===== src/rtl/pline_rr_sched.sv =====
// -----------------------------------------------------------------------------
// pline_rr_sched
// Round-robin scheduler sharing one fixed-latency external pipeline ("pline")
// between P_NREQ requesters. At most one requester is granted per cycle; its
// word is registered onto pl_a. A {valid, tag} shift register travels alongside
// the external pipeline so each result on pl_y is strobed back to its issuer.
//
// Ports
//   clk        in   rising-edge clock
//   rst        in   synchronous reset, active-high
//   req        in   per-requester request level
//   req_data   in   requester i word in bits [i*P_WIDTH +: P_WIDTH]
//   hold       in   1 = issue no new grants this cycle
//   gnt        out  one-hot grant, combinational in the request cycle
//   pl_a       out  registered word to the pipeline input
//   pl_y       in   output of the external pipeline
//   rsp_valid  out  one-hot result strobe
//   rsp_data   out  result word (pl_y passed through)
//   inflight   out  issued words not yet returned
//   idle       out  inflight==0 and no grant this cycle
// -----------------------------------------------------------------------------
module pline_rr_sched #(
    parameter int P_WIDTH = 8,
    parameter int P_DEPTH = 4,
    parameter int P_NREQ  = 4,
    parameter int P_TAGW  = 2,
    localparam int P_CNTW = $clog2(P_DEPTH + 2)
) (
    input  logic                        clk,
    input  logic                        rst,
    input  logic [P_NREQ-1:0]           req,
    input  logic [P_NREQ*P_WIDTH-1:0]   req_data,
    input  logic                        hold,
    output logic [P_NREQ-1:0]           gnt,
    output logic [P_WIDTH-1:0]          pl_a,
    input  logic [P_WIDTH-1:0]          pl_y,
    output logic [P_NREQ-1:0]           rsp_valid,
    output logic [P_WIDTH-1:0]          rsp_data,
    output logic [P_CNTW-1:0]           inflight,
    output logic                        idle
);

    logic [P_TAGW-1:0]              ptr_q, ptr_d;
    logic [P_WIDTH-1:0]             pl_a_q, pl_a_d;
    logic [P_DEPTH:0]               vld_q, vld_d;
    logic [P_DEPTH:0][P_TAGW-1:0]   tag_q, tag_d;
    logic [P_CNTW-1:0]              inflight_q, inflight_d;

    logic [P_NREQ-1:0]              gnt_s;
    logic [P_TAGW-1:0]              gnt_idx_s;
    logic                           issue_s;
    logic                           retire_s;
    logic [P_NREQ-1:0]              rsp_valid_s;

    // Round-robin search starting just above the last granted index.
    always_comb begin
        int                 idx_v;
        logic [P_TAGW-1:0]  cand_v;
        logic               found_v;
        gnt_s     = '0;
        gnt_idx_s = '0;
        found_v   = 1'b0;
        idx_v     = 0;
        cand_v    = '0;
        for (int i = 1; i <= P_NREQ; i++) begin
            idx_v     = (int'(ptr_q) + i) % P_NREQ;
            cand_v    = P_TAGW'(idx_v);
            // First hit wins; later hits leave the selection untouched.
            gnt_idx_s = (!found_v && req[cand_v]) ? cand_v : gnt_idx_s;
            found_v   = found_v | req[cand_v];
        end
        if (!hold && found_v) begin
            gnt_s[gnt_idx_s] = 1'b1;
        end else begin
            gnt_s = '0;
        end
    end

    assign issue_s  = |gnt_s;
    assign retire_s = vld_q[P_DEPTH];

    // Next-state for issue register, pointer, shift register and inflight count.
    always_comb begin
        ptr_d      = ptr_q;
        pl_a_d     = pl_a_q;
        vld_d      = {vld_q[P_DEPTH-1:0], issue_s};
        tag_d      = {tag_q[P_DEPTH-1:0], gnt_idx_s};
        inflight_d = inflight_q;
        if (issue_s) begin
            ptr_d  = gnt_idx_s;
            pl_a_d = req_data[int'(gnt_idx_s)*P_WIDTH +: P_WIDTH];
        end else begin
            ptr_d  = ptr_q;
            pl_a_d = pl_a_q;
        end
        // An issue and a retirement on the same edge cancel out.
        case ({issue_s, retire_s})
            2'b10:   inflight_d = inflight_q + P_CNTW'(1);
            2'b01:   inflight_d = inflight_q - P_CNTW'(1);
            default: inflight_d = inflight_q;
        endcase
    end

    // State registers; reset discards every in-flight word.
    always_ff @(posedge clk) begin
        if (rst) begin
            ptr_q      <= P_TAGW'(P_NREQ - 1);
            pl_a_q     <= '0;
            vld_q      <= '0;
            tag_q      <= '0;
            inflight_q <= '0;
        end else begin
            ptr_q      <= ptr_d;
            pl_a_q     <= pl_a_d;
            vld_q      <= vld_d;
            tag_q      <= tag_d;
            inflight_q <= inflight_d;
        end
    end

    // Decode the last stage into the response strobe; invalid stages stay silent.
    always_comb begin
        rsp_valid_s = '0;
        if (vld_q[P_DEPTH]) begin
            rsp_valid_s[tag_q[P_DEPTH]] = 1'b1;
        end else begin
            rsp_valid_s = '0;
        end
    end

    assign gnt       = gnt_s;
    assign pl_a      = pl_a_q;
    assign rsp_valid = rsp_valid_s;
    assign rsp_data  = pl_y;
    assign inflight  = inflight_q;
    assign idle      = (inflight_q == '0) && !issue_s;

endmodule

===== config.mk =====
export PLATFORM = sky130hd
export DESIGN_NAME = pline_rr_sched
export DESIGN_NICKNAME = d
export VERILOG_FILES = /design/src/rtl/pline_rr_sched.sv
export SDC_FILE = /design/constraint.sdc
export NUM_CORES = 1
export LEC_CHECK = 0
export BUFFER_PORTS_ARGS = -buffer_cell sky130_fd_sc_hd__buf_2
export CORE_MARGIN = 8
export CORE_UTILIZATION = 47
export DETAILED_ROUTE_END_ITERATION = 12
export HOLD_SLACK_MARGIN = 0.1
export PLACE_DENSITY = 0.84
export SYNTH_ARGS = -nofsm -noshare
export SYNTH_HDL_FRONTEND = slang
export SYNTH_SLANG_ARGS = --single-unit

===== constraint.sdc =====
create_clock -name clk -period 3.25 [get_ports clk]
set_input_delay 0.4875 -clock clk [delete_from_list [all_inputs] [get_ports clk]]
set_output_delay 0.4875 -clock clk [all_outputs]
set_load 0.02 [all_outputs]

==> results of run 1 <==
-- worst register-to-register path, stage by stage (launching register included) --
cell,delay (ns)
dfxtp_1,0.43
nor2b_4,0.06
o21a_1,0.21
nor3_4,0.45
buf_4,0.33
mux2i_1,0.28
a221oi_2,0.10
-- stage by stage --
step / total power [mW] / setup WS (ns) / std cells
after detailed placement: 0.580 / 0.794 / 212
after global placement: 0.570 / 0.896 / 212
after CTS: 0.810 / 0.719 / 216
after floorplan: 0.532 / 1.08 / 135
final: 0.803 / 0.729 / 216
after global routing: 0.840 / 0.633 / 216
-- cells in the final DEF (no fill, tap or decap), drive strengths merged, types with 4 or more instances in the layout --
cell type,n
a21oi,4
o21bai,8
mux2i,16
inv,4
dfxtp,28
a221oi,8
nor2,14
nor2b,15
buf,61
-- metal layers --
metal | track usage, % | vias to the layer above | routed length, um
met5 | 0 | - | 0
met3 | 7.91 | 11 | 396
met2 | 22.4 | 54 | 1600
li1 | - | 560 | -
met4 | 8.48 | 0 | 99
met1 | 13.3 | 543 | 1320
-- final timing paths --
path	from	slack, ns	endpoint
setup / recovery	ptr_q[0]	0.73	gnt[1]
hold / removal	tag_d[8]	0.46	tag_q[8]
setup reg to reg	ptr_q[0]	1.29	pl_a[4]
hold reg to reg	tag_d[8]	0.46	tag_q[8]
-- power by group --
| group | internal, mW | leakage [nW] | switching, mW | total [mW] |
|---|---|---|---|---|
| sequential | 0.366 | 0.230 | 0.0127 | 0.379 |
| clock | 0.125 | 0.0279 | 0.105 | 0.230 |
| combinational | 0.0834 | 0.594 | 0.111 | 0.194 |
| total | 0.574 | 0.852 | 0.229 | 0.803 |
-- area by class of cell --
cell class | instances | area share [%]
timing repair buffer | 61 | 18.6
clock inverter | 1 | 1.79
clock buffer | 3 | 1.34
tap | 31 | 2.31
multi-input combinational | 88 | 41.7
sequential | 28 | 33.3
inverter | 4 | 0.893
-- logic make-up (layout without fill, tap and decap cells) --
logic type      Yosys count  after routing
flops                    28             28
fa+ha+maj                 2              2
buf+inv                  19             69
simple gates             43             43
xor+xnor                  2              2
compound gates           25             25
mux                      16             16
-- sequential cells by signal, indices dropped and copies added (netlist names) --
| register | count |
|---|---|
| vld_q | 5 |
| pl_a | 8 |
| tag_d | 8 |
| inflight | 3 |
| tag_q | 2 |
| ptr_q | 2 |
==> run_results.csv, run 1 <==
group,metric,value,unit
outcome,status,"complete, no violations",
logic_synthesis,synth_most_common_cell,"dfxtp_1",
final_layout,utilization,60.5,%
route,ant_nets,0,
logic_synthesis,async_flop_share,0,%
logic_synthesis,synthTopCellsByArea,"dfxtp_1, mux2i_1, a221oi_2",
logic_synthesis,synth_area,1380,um2
setup_path,worstPathArrival,2.03,ns
setup_path,ff2ff_path_depth,6,
route,viasPerCell,5.41,
timing,drv_slew,0,
power_and_ir_drop,leakage,0.852,nW
cts,clock_path_buffers,2,
logic_synthesis,synthTopCellsByCount,"dfxtp_1, mux2i_1, nor2b_1",
setup_path,critPathKind,"flip-flop to primary output",
cts,clk_latency,0.33,ns
timing,grt_setup_unrepaired,"false",
logic_synthesis,muxShareOfSynthArea,11.6,%
route,drtPass1Iterations,4,
timing,slew-limit-headroom,66.4,%
setup_path,path_max_fanout,9,
cts,h-tree-depth,1,
logic_synthesis,ys_warn_count,0,
setup_path,cp_slowest_cell,"dfxtp_1",
cts,hold_buffers,0,
grt,grt_max_degree,29,
logic_synthesis,synth-edff-count,0,
timing,finalHoldViolCount,0,
final_layout,multi_input_area,702,um2
cts,cts.root.buffer_cell,"clkbuf_4",
placement,dp_hpwl,2710,um
final_layout,diodes,0,
setup_path,cpPeakStageDelay,0.43,ns
setup_path,cp-start-kind,"flip-flop",
timing,whs,0.457,ns
logic_synthesis,synth_top_area_share,40.7,%
run,maxCapViolations,0,
cts,postCtsSetupBuffers,0,
logic_synthesis,synth_cell_types,30,
floorplanning,die_x,70.1,um
timing,setup_tns,0,ns
grt,antenna_found_initial,0,
logic_synthesis,synth_top_family_by_area,"simple AND/OR/NAND/NOR gates",
hold_path,holdPathStages,1,
logic_synthesis,syn-instance-count,135,
cts,clk_pin_slew_worst_paths,0.15,ns
setup_path,path_cells,"nand2b_1 > nor2_1 > a211o_1 > and2_1 > nor2b_1 > buf_2",
logic_synthesis,synth-main-ff-cell,"dfxtp_1",
cts,cts_tree,"built",
setup_path,end_kind,"primary output",
grt,grt-ovfl-total,0,
setup_path,worst_ep_required_time,2.76,ns
setup_path,path_buf_inv,1,
floorplanning,io_pins,75,
route,first_iter_violations,29,
final_layout,ff_latch_area,561,um2
logic_synthesis,seq_area_frac_synth,40.7,%
floorplanning,rows,19,
floorplanning,start_util,49.5,%
logic_synthesis,yosysTopAreaCell,"dfxtp_1",
floorplanning,fp.dieH,70.1,um
route,routed_wl,3420,um
logic_synthesis,yosys.area_share.simple,18.4,%
final_layout,drive_gt1_share,41.1,%
logic_synthesis,synth-compound-area-share,17.4,%
route,post-route-drc-count,0,
placement,portBuffers,58,
timing,clock_skew,0.00511,ns
final_layout,layout-area-overhead-vs-synth,22.2,%
hold_path,hold_path.class,"flip-flop to flip-flop",
final_layout,fillerInstances,237,
setup_path,cp.depth,6,
logic_synthesis,syn-num-nets,184,
timing,finalCriticalPeriod,2.52,ns
logic_synthesis,synth-xor-area-share,1.27,%
timing,finalSetupViolCount,0,
grt,grt_pass1_wl,5540,um
power_and_ir_drop,power.density,477,nW/um2
route,post_drt_wl_per_cell,15.8,um
final_layout,finalNetCount,235,
timing,fmax,397,MHz
route,num_vias,1168,
grt,grt_pass1_vias,1256,
setup_path,crit_family,"simple AND/OR/NAND/NOR gates",
logic_synthesis,syn-mean-instance-area,10.2,um2
cts,cts_sinks,28,
final_layout,design_area,1680,um2
cts,cts_buffers,3,
floorplanning,fp.coreArea,2780,um2
grt,grtUsageTotal,13.8,%
placement,postPlaceCellArea,1630,um2
power_and_ir_drop,ir_worst_vdd,463,uV
timing,min_period_over_period,77.6,%
logic_synthesis,synth_fa_ha_area_share,2.36,%
placement,place.gp.congestion,0.758,
timing,worst_pin_slew,0.502,ns
cts,cts_resized,0,
floorplanning,die_area,4920,um2
logic_synthesis,ys_ff_latch,28,
Power figures use the tool's default switching activity.
==> run 2: changes to the inputs <==
--- a/config.mk
+++ b/config.mk
@@ -7,10 +7,10 @@
 export LEC_CHECK = 0
 export BUFFER_PORTS_ARGS = -buffer_cell sky130_fd_sc_hd__buf_2
 export CORE_MARGIN = 8
-export CORE_UTILIZATION = 47
+export CORE_UTILIZATION = 40
 export DETAILED_ROUTE_END_ITERATION = 12
 export HOLD_SLACK_MARGIN = 0.1
-export PLACE_DENSITY = 0.84
+export PLACE_DENSITY = 0.76
 export SYNTH_ARGS = -nofsm -noshare
 export SYNTH_HDL_FRONTEND = slang
 export SYNTH_SLANG_ARGS = --single-unit
==> constraint.sdc (replaced) <==
create_clock -name clk -period 2.3 [get_ports clk]
set_input_delay 0.345 -clock clk [delete_from_list [all_inputs] [get_ports clk]]
set_output_delay 0.345 -clock clk [all_outputs]
set_load 0.02 [all_outputs]
==> run_results.csv, run 2 (synthesis results as in run 1) <==
group,metric,value,unit
outcome,status,"complete, no violations",
grt,grt_pass1_vias,1188,
grt,grt-ovfl-total,0,
cts,cts_sinks,28,
route,first_iter_violations,18,
setup_path,end_kind,"primary output",
route,drtPass1Iterations,5,
cts,cts_resized,0,
setup_path,critPathKind,"flip-flop to primary output",
timing,worst_pin_slew,0.442,ns
final_layout,final_cell_mix,"buf_2, dfxtp_1, mux2i_1",
floorplanning,die_area,5570,um2
route,post-route-drc-count,0,
timing,min_period_over_period,93.2,%
timing,drv_slew,0,
placement,portBuffers,58,
final_layout,layout-area-overhead-vs-synth,22.8,%
final_layout,final_common_cell,"buf_2",
floorplanning,rows,21,
cts,clk_latency,0.31,ns
cts,clock_path_buffers,2,
power_and_ir_drop,power,0.997,mW
route,num_vias,1125,
power_and_ir_drop,ir_worst_vdd,309,uV
setup_path,worst_ep_required_time,1.96,ns
power_and_ir_drop,power.density,590,nW/um2
power_and_ir_drop,leakage,0.847,nW
floorplanning,io_pins,75,
timing,finalSetupViolCount,0,
cts,cts_tree,"built",
setup_path,path_cells,"nor2b_4 > o21a_1 > nor3_4 > buf_12 > nor2b_1 > buf_2",
placement,place.gp.congestion,0.704,
timing,finalHoldViolCount,0,
floorplanning,fp.dieH,74.7,um
grt,antenna_found_initial,0,
cts,h-tree-depth,1,
cts,cts_buffers,3,
placement,dp_hpwl,2530,um
cts,hold_buffers,0,
route,ant_nets,0,
final_layout,finalNetCount,236,
grt,grtUsageTotal,11.7,%
grt,grt_max_degree,29,
setup_path,crit_family,"simple AND/OR/NAND/NOR gates",
timing,fmax,467,MHz
timing,clock_skew,0.00212,ns
grt,grt_pass1_wl,5240,um
setup_path,cpPeakStageDelay,0.43,ns
floorplanning,fp.coreArea,3310,um2
setup_path,worstPathArrival,1.80,ns
setup_path,path_max_fanout,16,
setup_path,cp_slowest_cell,"dfxtp_1",
final_layout,diodes,0,
run,maxCapViolations,0,
final_layout,drive_gt1_share,41.1,%
floorplanning,start_util,41.6,%
timing,grt_setup_unrepaired,"false",
floorplanning,die_x,74.7,um
timing,slew-limit-headroom,70.5,%
setup_path,path_buf_inv,2,
hold_path,hold_path.class,"input pin to flip-flop",
cts,postCtsSetupBuffers,0,
timing,finalCriticalPeriod,2.14,ns
route,routed_wl,3070,um
cts,clk_pin_slew_worst_paths,0.13,ns
timing,setup_tns,0,ns
cts,cts.root.buffer_cell,"clkbuf_4",
route,post_drt_wl_per_cell,13.3,um
setup_path,cp-start-kind,"flip-flop",
route,viasPerCell,4.87,
-- run 2: cell types whose count changed in the layout (fill, tap and decap cells not counted) --
cell	previous run	this run
bufinv_16	1	0
buf_12	0	1
-- run 2: tightest hold or removal path, delay by kind of cell --
family,cells,cell delay (ns)
buf+inv,1,0.09
compound gates,1,0.07
mux,1,0.15
-- run 2: final cells by class --
cell class / instances / area (um2)
Fill cell: 328 / 1620
Multi-Input combinational cell: 88 / 702
Sequential cell: 28 / 561
Timing Repair Buffer: 62 / 333
Tap cell: 46 / 57.6
Clock buffer: 3 / 22.5
Inverter: 4 / 15.0
-- run 2: report_power, final --
part	total [mW]	switching (mW)	internal, mW
clock	0.187	0.125	0.0613
sequential	0.534	0.0176	0.517
combinational	0.276	0.151	0.126
-- run 2: metal layers --
metal / GRT usage (%) / routed length [um]
met5: 0 / 0
met4: 1.52 / 15
met1: 13.0 / 1270
met2: 19.6 / 1390
met3: 6.39 / 390
-- run 2: final timing paths --
check,slack [ns],from,end,depth (start not counted)
worst max-delay path,0.16,ptr_q[0],gnt[1],6
worst min-delay path,0.38,req_data[25],pl_a[1],3
worst max register to register,0.55,ptr_q[0],pl_a[6],6
worst min register to register,0.45,tag_d[9],tag_q[9],1
-- run 2: per-stage QoR --
step	instances	utilization, %	cell area (um2)	hold WS, ns	setup WS [ns]
after floorplan	135	-	1380	0.414	0.398
after global placement	228	50.4	1670	0.416	0.225
after detailed placement	228	50.4	1670	0.426	0.160
after CTS	231	51.1	1690	0.368	0.135
after global routing	231	51.1	1690	0.383	0.000439
final	231	51.1	1690	0.378	0.156
